<file path="src/rtl/fifo_pkg.sv">
// fifo_pkg: default sizing constants shared by the FIFO top and its controller
package fifo_pkg;
    localparam int DefaultAddrBits   = 3;
    localparam int DefaultWordLength = 8;
endpackage

</file>
<file path="src/rtl/fifo_ctrl.sv">
// fifo_ctrl: FIFO pointer/flag controller driving register-file enables and addresses.
// Flags decode only from registered pointers; enables are the sole input-to-output paths.
module fifo_ctrl
    import fifo_pkg::*;
#(
    parameter int AddrBits          = DefaultAddrBits,
    parameter int AlmostFullThresh  = 6,
    parameter int AlmostEmptyThresh = 2
) (
    input  logic                clk_i,
    input  logic                rst_i,
    input  logic                wr_i,
    input  logic                rd_i,
    output logic                wr_en_o,
    output logic                rd_en_o,
    output logic [AddrBits-1:0] w_addr_o,
    output logic [AddrBits-1:0] r_addr_o,
    output logic                full_o,
    output logic                empty_o,
    output logic                almost_full_o,
    output logic                almost_empty_o,
    output logic [AddrBits:0]   count_o,
    output logic                rd_valid_o,
    output logic                overflow_o,
    output logic                underflow_o
);
    localparam logic [AddrBits:0] AfThresh = (AddrBits+1)'(AlmostFullThresh);
    localparam logic [AddrBits:0] AeThresh = (AddrBits+1)'(AlmostEmptyThresh);
    logic [AddrBits:0] wptr, rptr;
    assign w_addr_o       = wptr[AddrBits-1:0];
    assign r_addr_o       = rptr[AddrBits-1:0];
    assign count_o        = wptr - rptr;
    assign empty_o        = wptr == rptr;
    assign full_o         = (w_addr_o == r_addr_o) && (wptr[AddrBits] != rptr[AddrBits]);
    assign almost_full_o  = count_o >= AfThresh;
    assign almost_empty_o = count_o <= AeThresh;
    // a write while full is allowed only when a read frees the slot at the same edge
    assign rd_en_o        = rd_i & ~empty_o;
    assign wr_en_o        = wr_i & (~full_o | rd_i);
    always_ff @(posedge clk_i or posedge rst_i) begin
        if (rst_i) begin
            wptr        <= '0;
            rptr        <= '0;
            rd_valid_o  <= 1'b0;
            overflow_o  <= 1'b0;
            underflow_o <= 1'b0;
        end else begin
            wptr        <= wptr + (AddrBits+1)'(wr_en_o);
            rptr        <= rptr + (AddrBits+1)'(rd_en_o);
            rd_valid_o  <= rd_en_o;
            overflow_o  <= wr_i & ~wr_en_o;
            underflow_o <= rd_i & ~rd_en_o;
        end
    end
endmodule

</file>
<file path="config.mk">
export PLATFORM = sky130hd
export DESIGN_NAME = fifo_ctrl
export DESIGN_NICKNAME = d
export VERILOG_FILES = /design/src/rtl/fifo_pkg.sv /design/src/rtl/fifo_ctrl.sv
export SDC_FILE = /design/constraint.sdc
export NUM_CORES = 1
export LEC_CHECK = 0
export ABC_AREA = 1
export ABC_CLOCK_PERIOD_IN_PS = 3020
export CAP_MARGIN = 20
export CORE_MARGIN = 8
export CORE_UTILIZATION = 49
export CTS_BUF_LIST = sky130_fd_sc_hd__clkbuf_8
export CTS_CLUSTER_SIZE = 14
export DETAILED_ROUTE_END_ITERATION = 8
export PLACE_DENSITY = 0.89
export SLEW_MARGIN = 20
export SYNTH_ARGS = -nofsm -noshare
export SYNTH_HDL_FRONTEND = slang
export SYNTH_SLANG_ARGS = --single-unit
</file>
<file path="constraint.sdc">
create_clock -name clk_i -period 3.02 [get_ports clk_i]
set_input_delay 0.604 -clock clk_i [delete_from_list [all_inputs] [get_ports clk_i]]
set_output_delay 0.604 -clock clk_i [all_outputs]
set_load 0.01 [all_outputs]
</file>
==> results.txt, run 1 <==
The buffer count from post-CTS setup fixing came out at 0. The final clock skew is 0.00268 ns. The worst hold endpoint is wptr[0]$_DFF_PP0_. The worst setup path is captured at a primary output. The overall die height came out at around 52 um. The number of fill cells came out at between 90 and 100. The initial DRC count came out at 4.

Averaged over all synthesized cells, the footprint is 9.67 um^2. The via count of the first global-routing pass is roughly 550. The run finished with clean final reports.

The first-pass GRT wire length came out at approximately 2500 um. The DRC violation count after routing is 0. The number of buffers on the longest clock path came out at 2.

In this run, placement finished with an instance count of 98. The endpoint identified for the worst register-to-register timing path is wptr[2]$_DFF_PP0_. The kind of start point of the critical path is a register.

In the layout the commonest cells are 22 x clkdlybuf4s50_1, 11 x inv_1, 11 x dfrtp_1, 7 x nand2_1, 7 x ha_1. Registers take approximately 280 um^2. The TritonCTS clock tree is done. The critical hold path startpoint is wptr[0]$_DFF_PP0_. The hold violation total from the final report is 0. The post-layout minimum cycle time came out at 2.83 ns. By area the synthesized netlist is led by dfrtp_1 42%, ha_1 14%, buf_4 6.9%. The standard-cell row count came out at 13. The floorplan step defined a die boundary enclosing between 2000 and 3000 um^2.

The starting utilization of the core area is 0.511. The die outline width came out at around 52 um. The clock net sink count is 11. The startpoint-to-endpoint class of the critical path is reg2out.

The number of gates given a new drive strength after cts came out at 0. The family with the most delay on the worst path is buffers and inverters. The count of endpoints failing setup in the final report is 0. The instance count of the mapped netlist is 67.

The routed length per instance came out at approximately 15 um. The most frequent standard cell in the layout excluding fill and tap cells is clkdlybuf4s50_1. The HPWL reported at the end of detailed placement is 1250 um. dfrtp_1 takes more of the synthesized area than any other cell. The clock latency on the worst-skew pair came out at 0.24 ns. The number of nets in the synthesized netlist is 79. The number of port buffers came out at 22. The data required time at the worst endpoint is about 2.4 ns. Once layout is done, the placed cells without fillers occupy between 800 and 900 um^2.

The buffers plus inverters on the worst setup path is 4. The register bit total from synthesis came out at 11. The vias after detailed routing came out at slightly below 500.

The final wirelength came out at between 1000 and 1500 um. The count of maximum capacitance violations is 0. The via density per instance came out at approximately 4.8. Static timing analysis puts the maximum clock frequency at about 350 MHz. The total overflow left after global routing is 0. The slowest stage of the critical path belongs to the cell clkdlybuf4s50_1.

The CTS H-tree depth came out at 1. The aggregate global-route resource usage is 0.125. The number of diodes added for antenna fixing came out at 0. The part of the cycle the worst path needs is 0.936. The cell depth of the worst setup path came out at 9. The final-stage net count is 100. The worst path arrival time came out at roughly 2.2 ns.

The worst register-to-register path has a setup slack of ~1.0 ns. The maximum number of pins on one net before global-route repair came out at 12. The highest fanout seen on the critical path came out at 3.

The number of distinct library cells after synthesis is 17. Once detail routing completed, the nets flagged for antenna violations numbered 0. In this run the critical register-to-register path is launched from rptr[2]$_DFF_PP0_. The path depth of the worst reg2reg path is 10. In this run the cell area of the synthesized design comes to 648 um^2. Measured against its own limit, the worst slew margin works out to 0.716. The number of iterations in the first detailed-routing pass is 4. The largest stage delay on the critical path is around 0.55 ns. The critical path goes through inv_1, ha_1, inv_1, fa_1, xnor2_1, inv_1, nand2_1, nand3_1, clkdlybuf4s50_1.

During synthesis, Yosys emitted a total of 0 warnings. The multi-input gate area in the final layout is about 280 um^2. The number of cells in the finished layout apart from fillers came out at 102. The clock transition at the register clock pins on the worst setup and hold paths after CTS came out at 0.05 ns. The number of clock buffers inserted by TritonCTS is 3.

The aggregate negative setup slack came out at 0 ns. The synthesis-to-layout area growth came out at 36.9%. The worst-margin pin slew is around 0.43 ns.

Along the worst hold path, the cell count comes to 1. The number of antenna violations at the first check in global routing is 0. The class of the worst hold path is reg2reg. The share of synthesized area occupied by flip-flops and latches is 0.425. The top-level port count came out at 23. The number of hold buffers added after CTS is 0. The placed instances occupy a cell area of 842 um^2. Setup repair after global routing left no endpoint under its margin.

The floorplan core area is roughly 1300 um^2. The count of final max-slew check failures came out at 0. The share of layout cells above drive strength 1 is 0.161.

The routability-driven placement congestion ratio came out at about 0.82. Among the stages of the critical path, the cell type that occurs most often is inv_1. The share of synthesized area in the top cell type comes to 0.425.

CTS placed an instance of clkbuf_8 at the clock tree root.
## routing by layer
layer,part of all wire,global-route usage,vias to the layer above
met3,0.047,0.0455,5
li1,-,-,240
met1,0.41,0.127,227
met4,0.032,0.0690,0
met5,0,0,-
met2,0.51,0.215,19
## stage by stage
step | setup slack (ns) | util | hold slack [ns]
2_1_floorplan | 1.00 | - | 0.456
3_3_place_gp | 0.508 | 0.664 | 0.502
3_5_place_dp | 0.474 | 0.664 | 0.521
4_1_cts | 0.176 | 0.699 | 0.528
5_1_grt | 0.123 | 0.699 | 0.553
6_report | 0.194 | 0.699 | 0.530
## final cells by class
class | instances | share of cell area
tap | 15 | 0.0212
clock inverter | 1 | 0.00423
multi-input combinational | 37 | 0.315
inverter | 13 | 0.0550
clock buffer | 3 | 0.0465
sequential | 11 | 0.310
timing repair buffer | 22 | 0.248
## state kept, by name, indices dropped and copies added (netlist names)
name	count
overflow_o	1
rd_valid_o	1
rptr	4
underflow_o	1
wptr	4
## synth_stat cells
library cell  count
buf_4             6
nand3_2           1
nand2_2           4
xor2_1            4
nor2_2            2
dfrtp_1          11
nand3_1           5
nor2_1            2
fa_1              1
nor2_4            1
inv_2             3
nand2_1           7
xnor2_1           1
ha_1              7
a21oi_1           1
inv_1            10
nor3_1            1
## worst max path at each step
stage | startpoint | endpoint | slack [ns]
after floorplan | wptr[0]$_DFF_PP0_ | almost_full_o | 1.00
after global placement | wptr[0]$_DFF_PP0_ | almost_empty_o | 0.51
after detailed placement | wptr[0]$_DFF_PP0_ | almost_full_o | 0.47
after CTS | wptr[0]$_DFF_PP0_ | almost_full_o | 0.18
after global routing | rptr[2]$_DFF_PP0_ | almost_empty_o | 0.12
final | wptr[0]$_DFF_PP0_ | almost_full_o | 0.19
## cell families after synthesis
kind of cell,after synthesis,share of synthesized area
xor gates and xnor gates,5,0.0676
AOI/OAI and AO/OA,1,0.00771
and+or+nand+nor,23,0.189
buffers and inverters,19,0.145
DFF,11,0.425
adders and majority gates,8,0.166
Power of run 1 is left out: the tool's default activity adds up to more than one toggle a clock period on the data nets, which glitch-free logic cannot reach.
==> run 2, diff against run 1 <==
--- a/config.mk
+++ b/config.mk
@@ -9,11 +9,11 @@
 export ABC_CLOCK_PERIOD_IN_PS = 3020
 export CAP_MARGIN = 20
 export CORE_MARGIN = 8
-export CORE_UTILIZATION = 49
+export CORE_UTILIZATION = 34
 export CTS_BUF_LIST = sky130_fd_sc_hd__clkbuf_8
 export CTS_CLUSTER_SIZE = 14
 export DETAILED_ROUTE_END_ITERATION = 8
-export PLACE_DENSITY = 0.89
+export PLACE_DENSITY = 0.66
 export SLEW_MARGIN = 20
 export SYNTH_ARGS = -nofsm -noshare
 export SYNTH_HDL_FRONTEND = slang
==> run 2 against run 1 <==
  * Non-clock buffer count is the same
  * Clock-buffer cell count stayed put
  * Largest cell class unchanged
  * Hold slack worse by 0.0075 ns
==> results.txt, run 2 (synthesis results as in run 1) <==
The most frequent standard cell in the layout excluding fill and tap cells was clkdlybuf4s50_1 (unchanged). The floorplan core area is 1760 um^2 (was 1270 um^2). The share of layout cells above drive strength 1 is 0.161 (unchanged). The top-level port count came out at 23 (unchanged). The number of antenna violations at the first check in global routing is 0 (unchanged). The worst path setup slack after routing was 0.273 ns (was 0.194 ns). The routability-driven placement congestion ratio came out at 0.728 (was 0.822). The highest fanout seen on the critical path is 3 (unchanged).

The family with the most delay on the worst path was buffers and inverters (unchanged). The number of clock buffers inserted by TritonCTS came out at 3 (unchanged). The via count of the first global-routing pass is 528 (was 549). The buffer count from post-CTS setup fixing came out at 0 (unchanged). The clock transition at the register clock pins on the worst setup and hold paths after CTS came to 0.05 ns (about the same). The post-layout minimum cycle time came to 2.75 ns (was 2.83 ns).

The final clock skew came out at 0.00465 ns (was 0.00268 ns). The HPWL reported at the end of detailed placement came out at 1140 um (was 1250 um). The cell with the largest stage delay on the worst path is clkdlybuf4s50_1 (unchanged). The class of the worst hold path is reg2reg (unchanged).

The number of fill cells is 186 (was 99). The routed length per instance came to 11.5 um (was 14.6 um). The final-stage net count came out at 100 (unchanged). The initial DRC count came out at 2 (was 4). The worst-margin pin slew came out at 0.421 ns (was 0.426 ns). The standard-cell row count is 15 (was 13). The count of endpoints failing setup in the final report is 0 (unchanged). The data required time at the worst endpoint is 2.42 ns (about the same). The hold violation total from the final report is 0 (unchanged). The CTS H-tree depth came out at 1 (unchanged). The overflow left after global routing is 0 (unchanged). The die outline width came out at 59.7 um (was 52.4 um).

The starting utilization of the core area is 0.367 (was 0.511). The number of diodes added for antenna fixing is 0 (unchanged). The tightest slew margin relative to the limit was 0.719 (was 0.716). The final antenna-violating net count came out at 0 (unchanged). Largest registers: rptr (4), wptr (4) (unchanged).

The worst slack after detailed placement came to 0.489 ns (was 0.474 ns). The worst IR drop on VDD is between 700 and 800 uV. The part of the cycle the worst path needs was 0.910 (was 0.936). The number of buffers on the longest clock path is 2 (unchanged). The startpoint-to-endpoint class of the critical path was reg2out (unchanged). The multi-input gate area in the final layout came out at 279 um^2 (unchanged).

The aggregate global-route resource usage came out at 0.0814 (was 0.125). Commonest non-fill, non-tap cells in the layout: 22 x clkdlybuf4s50_1, 11 x inv_1, 11 x dfrtp_1, 7 x nand2_1, 7 x ha_1 (unchanged). Result of the run: completed (unchanged).

The worst path arrival time is 2.14 ns (was 2.22 ns). The aggregate negative setup slack came out at 0 ns (unchanged). In this run the static leakage power is 0.000442 uW.

The area of all sequential standard cells is 275 um^2 (unchanged). The area enclosed by the die boundary is 3560 um^2 (was 2740 um^2). The kind of start point of the critical path is a register (unchanged). The first-pass GRT wire length came out at 2210 um (was 2460 um). The number of port buffers came to 22 (unchanged). The DRC violation count after routing is 0 (unchanged). The number of iterations in the first detailed-routing pass came out at 4 (unchanged).

The overall die height is 59.7 um (was 52.4 um). The clock net sink count is 11 (unchanged). The buffers plus inverters on the worst setup path is 3 (was 4). The number of gates given a new drive strength after cts came to 0 (unchanged). The count of maximum capacitance violations was 0 (unchanged).

The vias after detailed routing is 478 (was 491). The number of hold buffers added after CTS was 0 (unchanged). The largest stage delay on the critical path is 0.54 ns (was 0.55 ns). The maximum number of pins on one net before global-route repair is 12 (unchanged).

The clock latency on the worst-skew pair is 0.23 ns (was 0.24 ns). RSZ-0062 raised after global routing: false (unchanged). The final wirelength is 1280 um (was 1490 um). The highest clock frequency the design can meet came to 364 MHz (was 354 MHz).

The TritonCTS clock tree was done (unchanged). The synthesis-to-layout area growth is 38.8% (was 36.9%). Crit path cell chain: inv_1, ha_1, inv_1, fa_1, nand2_1, nand2_1, nor2_2, clkdlybuf4s50_1 (was inv_1, ha_1, inv_1, fa_1, xnor2_1, inv_1, nand2_1, nand3_1, clkdlybuf4s50_1). Power spread over the standard cell area amounts to around 1500 nW/um^2. The root buffer cell is clkbuf_8 (unchanged).

The count of final max-slew check failures is 0 (unchanged). The via density per instance came out at 4.27 (was 4.81). The critical path capture point type is a primary output (unchanged).
run 2: worst paths after layout:
path                              startpoint                end  slack [ns]  cells after the start
max in group asynchronous              rst_i  rptr[2]$_DFF_PP0_        2.05                      2
hold reg to reg            wptr[2]$_DFF_PP0_  wptr[2]$_DFF_PP0_        0.52                      1
setup reg to reg           rptr[2]$_DFF_PP0_  wptr[2]$_DFF_PP0_        1.09                     10
min in group asynchronous              rst_i  rptr[3]$_DFF_PP0_        0.67                      2
hold / removal             wptr[2]$_DFF_PP0_  wptr[2]$_DFF_PP0_        0.52                      1
setup / recovery           wptr[0]$_DFF_PP0_     almost_empty_o        0.27                      8
run 2: layout make-up:
type / count / share of cell area
clock buffers: 3 / 0.0459
repair buffers: 22 / 0.245
clock inverters: 1 / 0.00417
well taps: 25 / 0.0348
flip-flops and latches: 11 / 0.306
multi-input cells: 37 / 0.310
inverters: 13 / 0.0542
run 2: metrics by stage:
stage	hold WS, ns	std cells	area (um^2)	util	power, uW
2_1_floorplan	0.456	67	648	-	854
3_5_place_dp	0.523	108	855	0.484	1280
5_1_grt	0.543	112	900	0.510	1520
4_1_cts	0.530	112	900	0.510	1430
3_3_place_gp	0.512	108	855	0.484	1270
6_report	0.523	112	900	0.510	1390
run 2: worst reg2reg max path: stages (launching register included):
cell and delay, ns:
dfrtp_1 0.40, inv_1 0.06, ha_1 0.35, nand3_2 0.14, nor2_4 0.13, nand2_2 0.06, nand2_1 0.05, inv_1 0.05
ha_1 0.22, ha_1 0.20, xor2_1 0.14
run 2: metal layers:
layer | track usage | routed length (um) | up-vias
met2 | 0.146 | 656 | 14
li1 | - | - | 239
met1 | 0.0783 | 500 | 225
met4 | 0.0102 | 0 | 0
met3 | 0.0514 | 127 | 0
met5 | 0 | 0 | -
run 2: report_power, final:
part           total [uW]  switching [uW]  internal [uW]
Sequential            273            58.7            215
Clock                 139            50.5           88.8
Combinational         980             464            516
No activity file was read; power rests on OpenSTA's default activity.
==> variant 1 (flow settings as in run 1) <==
Register the output `count_o`, without a reset; this adds one clock of latency there. The other outputs are not delayed to match.
--- a/src/rtl/fifo_ctrl.sv
+++ b/src/rtl/fifo_ctrl.sv
@@ -26,14 +26,16 @@
 );
     localparam logic [AddrBits:0] AfThresh = (AddrBits+1)'(AlmostFullThresh);
     localparam logic [AddrBits:0] AeThresh = (AddrBits+1)'(AlmostEmptyThresh);
+
+    logic [AddrBits:0] count_d;
     logic [AddrBits:0] wptr, rptr;
     assign w_addr_o       = wptr[AddrBits-1:0];
     assign r_addr_o       = rptr[AddrBits-1:0];
-    assign count_o        = wptr - rptr;
+    assign count_d        = wptr - rptr;
     assign empty_o        = wptr == rptr;
     assign full_o         = (w_addr_o == r_addr_o) && (wptr[AddrBits] != rptr[AddrBits]);
-    assign almost_full_o  = count_o >= AfThresh;
-    assign almost_empty_o = count_o <= AeThresh;
+    assign almost_full_o  = count_d >= AfThresh;
+    assign almost_empty_o = count_d <= AeThresh;
     // a write while full is allowed only when a read frees the slot at the same edge
     assign rd_en_o        = rd_i & ~empty_o;
     assign wr_en_o        = wr_i & (~full_o | rd_i);
@@ -52,5 +54,9 @@
             underflow_o <= rd_i & ~rd_en_o;
         end
     end
+    always_ff @(posedge clk_i) begin
+        count_o <= count_d;
+    end
+
 endmodule
 
Behaviour: not the same (a bounded check fails within 4 cycles, from zero or initial values and one cycle with rst_i high).
==> variant 1 against run 1 <==
First-iteration DRC count up 50%. Design area up 9.2%. Setup slack worse by 0.0088 ns. Sequential cell count up 4. Highest routed layer unchanged. Area after synthesis up 12%. Wire length down 4.5%. Clock skew about the same.
==> variant 1: results <==
group,metric,value,unit
synthesis,yosys_warnings,0,
synthesis,synth_nets,83,
clocking,clk_pin_slew_worst_paths,0.06,ns
setup_path,r2r_slack,1.07,ns
setup_path,worst_path_largest_cell_delay,0.54,ns
synthesis,synth-compound-area-share,0.00687,
layout,seq_cells,15,
setup_path,reg2reg_from,"rptr[2]$_DFF_PP0_",
synthesis,async_reset_ff_frac,0.733,
hold_path,min_to,"wptr[2]$_DFF_PP0_",
global_route,use_met2,0.183,
layout,non_clock_buffer_count,22,
route,via_per_inst,4.86,
global_route,grtUsageMet3,0.0571,
route,drtIter0Drc,6,
clocking,numCtsBuffers,3,
layout,drive_gt1_frac,0.154,
route,dr.pass1.iters,4,
route,routedWlPerCell,13.3,um
synthesis,synth_fa_ha_area_frac,0.148,
place,dp_hpwl,1.12,mm
place,gp_congestion,0.803,
route,wl_met3,166,um
global_route,grt_usage,0.113,
timing,relSlewSlack,0.722,
place,io_buffers,22,
setup_path,reg2regPathDepth,10,
setup_path,cpLargestDelayFamily,"buffers and inverters",
layout,final_cells,107,
synthesis,syn_area_per_cell,10.3,um2
layout,multi_input_area_share,0.288,
layout,fill_cells,117,
route,met2_length,669,um
global_route,grt_pass1_wl,2.36,mm
place,placed_area,923,um2
timing,timing.hold.ws,0.521,ns
global_route,grt_pass1_vias,563,
power_and_ir_drop,finalPower,0.00140,W
layout,buf_share,0.227,
layout,inv_count,13,
layout,top_regs,"count_o x4, rptr x4, wptr x4",
timing,skew,0.00290,ns
synthesis,synth_area_leaders,"dfrtp_1 38%, ha_1 12%, dfxtp_1 11%",
power_and_ir_drop,leakage,0.475,nW
setup_path,timing.rr.end,"wptr[2]$_DFF_PP0_",
synthesis,seq_area_frac_synth,0.488,
hold_path,worstHoldStart,"wptr[2]$_DFF_PP0_",
global_route,grtUsageMet1,0.109,
layout,fin_nets,104,
synthesis,synth_xor_area_frac,0.0601,
place,dp_slack,0.484,ns
run_status,outcome,"completed",
layout,clk_share,0.0465,
route,wl_met1,547,um
power_and_ir_drop,powerSeq,0.000366,W
layout,seq_area,355,um2
synthesis,ys_types,18,
variant 1: cell count changes after synthesis, sizes merged:
cell,run 1,this run
dfxtp,0,4
variant 1: kinds of logic (layout without fill, tap and decap cells):
logic type               after synthesis  after routing
AND/OR/NAND/NOR                       23             23
XOR/XNOR                               5              5
flip-flops                            15             15
buffers and inverters                 19             39
AO/OA/AOI/OAI                          1              1
adder cells (fa/ha/maj)                8              8
variant 1: worst max path at each step:
stage	to	slack, ns	from	cells after the start
after global placement	almost_empty_o	0.50	wptr[0]$_DFF_PP0_	8
after detailed placement	almost_empty_o	0.48	wptr[0]$_DFF_PP0_	8
after floorplan	almost_empty_o	1.05	wptr[0]$_DFF_PP0_	7
final	almost_empty_o	0.19	wptr[0]$_DFF_PP0_	8
after global routing	almost_empty_o	0.04	wptr[0]$_DFF_PP0_	8
after CTS	almost_empty_o	0.17	wptr[0]$_DFF_PP0_	8
==> variant 2 (flow settings as in run 1) <==
Without the edit above. Change the package constant `DefaultAddrBits` from 3 to 4.
--- a/src/rtl/fifo_pkg.sv
+++ b/src/rtl/fifo_pkg.sv
@@ -1,6 +1,6 @@
 // fifo_pkg: default sizing constants shared by the FIFO top and its controller
 package fifo_pkg;
-    localparam int DefaultAddrBits   = 3;
+    localparam int DefaultAddrBits   = 4;
     localparam int DefaultWordLength = 8;
 endpackage
 
Ports: changed (resized count_o, r_addr_o and w_addr_o); port bits go from 23 to 26. The function was not compared with the original's and may differ.
==> variant 2 against run 1 <==
Wire length grew 18%. Design area grew 19%. First-iteration DRC count grew to 2.5 times the old value. Area after synthesis grew 22%. Sequential cell count grew 2. Setup slack lost 0.038 ns. Hold slack lost 0.0030 ns. Synthesized cell count grew 30%. Critical path depth grew 1.
Power is not shown: default switching activity piles up to over one toggle a cycle in this logic, so the estimate is an artifact.
==> variant 2: results <==
group,metric,value,unit
run_status,outcome,"completed",
synthesis,synth_nets,100,
setup_path,cpLargestDelayFamily,"buffers and inverters",
route,routedWlPerCell,14.1,um
hold_path,holdCritPathClass,"reg2reg",
synthesis,async_reset_ff_frac,1.00,
place,dp_slack,0.347,ns
place,placed_area,998,um2
route,routed_wl,1.75,mm
route,dr_total_vias,615,
setup_path,worstPathArrival,2.26,ns
place,dp_hpwl,1.36,mm
layout,fin_nets,122,
layout,top_regs,"rptr x5, wptr x5",
route,drtIter0Drc,10,
global_route,grt_pass1_vias,679,
global_route,grt_usage,0.119,
place,io_buffers,25,
layout,fill_cells,121,
layout,diodes,0,
layout,drive_gt1_frac,0.102,
setup_path,worst_path_largest_cell_delay,0.55,ns
timing,relSlewSlack,0.667,
setup_path,worstPathMaxFanout,3,
synthesis,yosys_warnings,0,
route,dr.pass1.iters,4,
global_route,grt_pass1_wl,3.00,mm
clocking,clkLatencyLatePin,0.24,ns
synthesis,ys.flop_type,"dfrtp_1",
global_route,grt_max_degree,14,
timing,skew,0.000955,ns
setup_path,critPathSlowestCell,"clkdlybuf4s50_1",
synthesis,synth_area_leaders,"dfrtp_1 41%, ha_1 13%, buf_4 7.6%",
clocking,root_buffer,"clkbuf_8",
clocking,clk_pin_slew_worst_paths,0.06,ns
synthesis,syn_area_per_cell,9.06,um2
synthesis,synthTopCellsByCount,"16 x inv_1, 13 x dfrtp_1, 13 x nand2_1",
place,gp_congestion,0.908,
clocking,numCtsBuffers,3,
global_route,antenna_found_initial,0,
synthesis,seq_area_frac_synth,0.413,
-- variant 2: final timing paths --
kind / depth (start not counted) / slack [ns] / endpoint / start
min in group asynchronous: 2 / 0.68 / rptr[1]$_DFF_PP0_ / rst_i
min reg2reg: 1 / 0.53 / wptr[0]$_DFF_PP0_ / wptr[0]$_DFF_PP0_
max: 10 / 0.16 / almost_full_o / wptr[0]$_DFF_PP0_
max in group asynchronous: 2 / 2.00 / wptr[4]$_DFF_PP0_ / rst_i
max reg2reg: 11 / 0.88 / wptr[4]$_DFF_PP0_ / rptr[2]$_DFF_PP0_
min: 1 / 0.53 / wptr[0]$_DFF_PP0_ / wptr[0]$_DFF_PP0_
-- variant 2: repair_timing --
action                                  4_1_cts  5_1_grt
gates resized for setup                       0        3
endpoints found under the setup margin        0        2
hold buffers                                  0        0
-- variant 2: cells by family after synthesis --
family,count (synthesis),synth area share
xor+xnor,7,0.0778
buf+inv,24,0.152
simple gates,32,0.189
fa+ha+maj,9,0.152
flops,13,0.413
compound gates,2,0.0159
-- variant 2: layer usage --
layer | global-route usage | share of wire | vias up
met5 | 0 | 0 | -
met4 | 0.0653 | 0.037 | 0
li1 | - | - | 301
met2 | 0.192 | 0.47 | 25
met1 | 0.128 | 0.42 | 280
met3 | 0.0502 | 0.075 | 9
-- variant 2: final cells by class --
cell class / count / area [um2] / area share
Clock buffer: 3 / 41.3 / 0.0391
Clock inverter: 1 / 5.00 / 0.00473
Inverter: 16 / 60.1 / 0.0568
Multi-Input combinational cell: 50 / 353 / 0.334
Sequential cell: 13 / 325 / 0.308
Tap cell: 16 / 20.0 / 0.0189
Timing Repair Buffer: 25 / 253 / 0.239
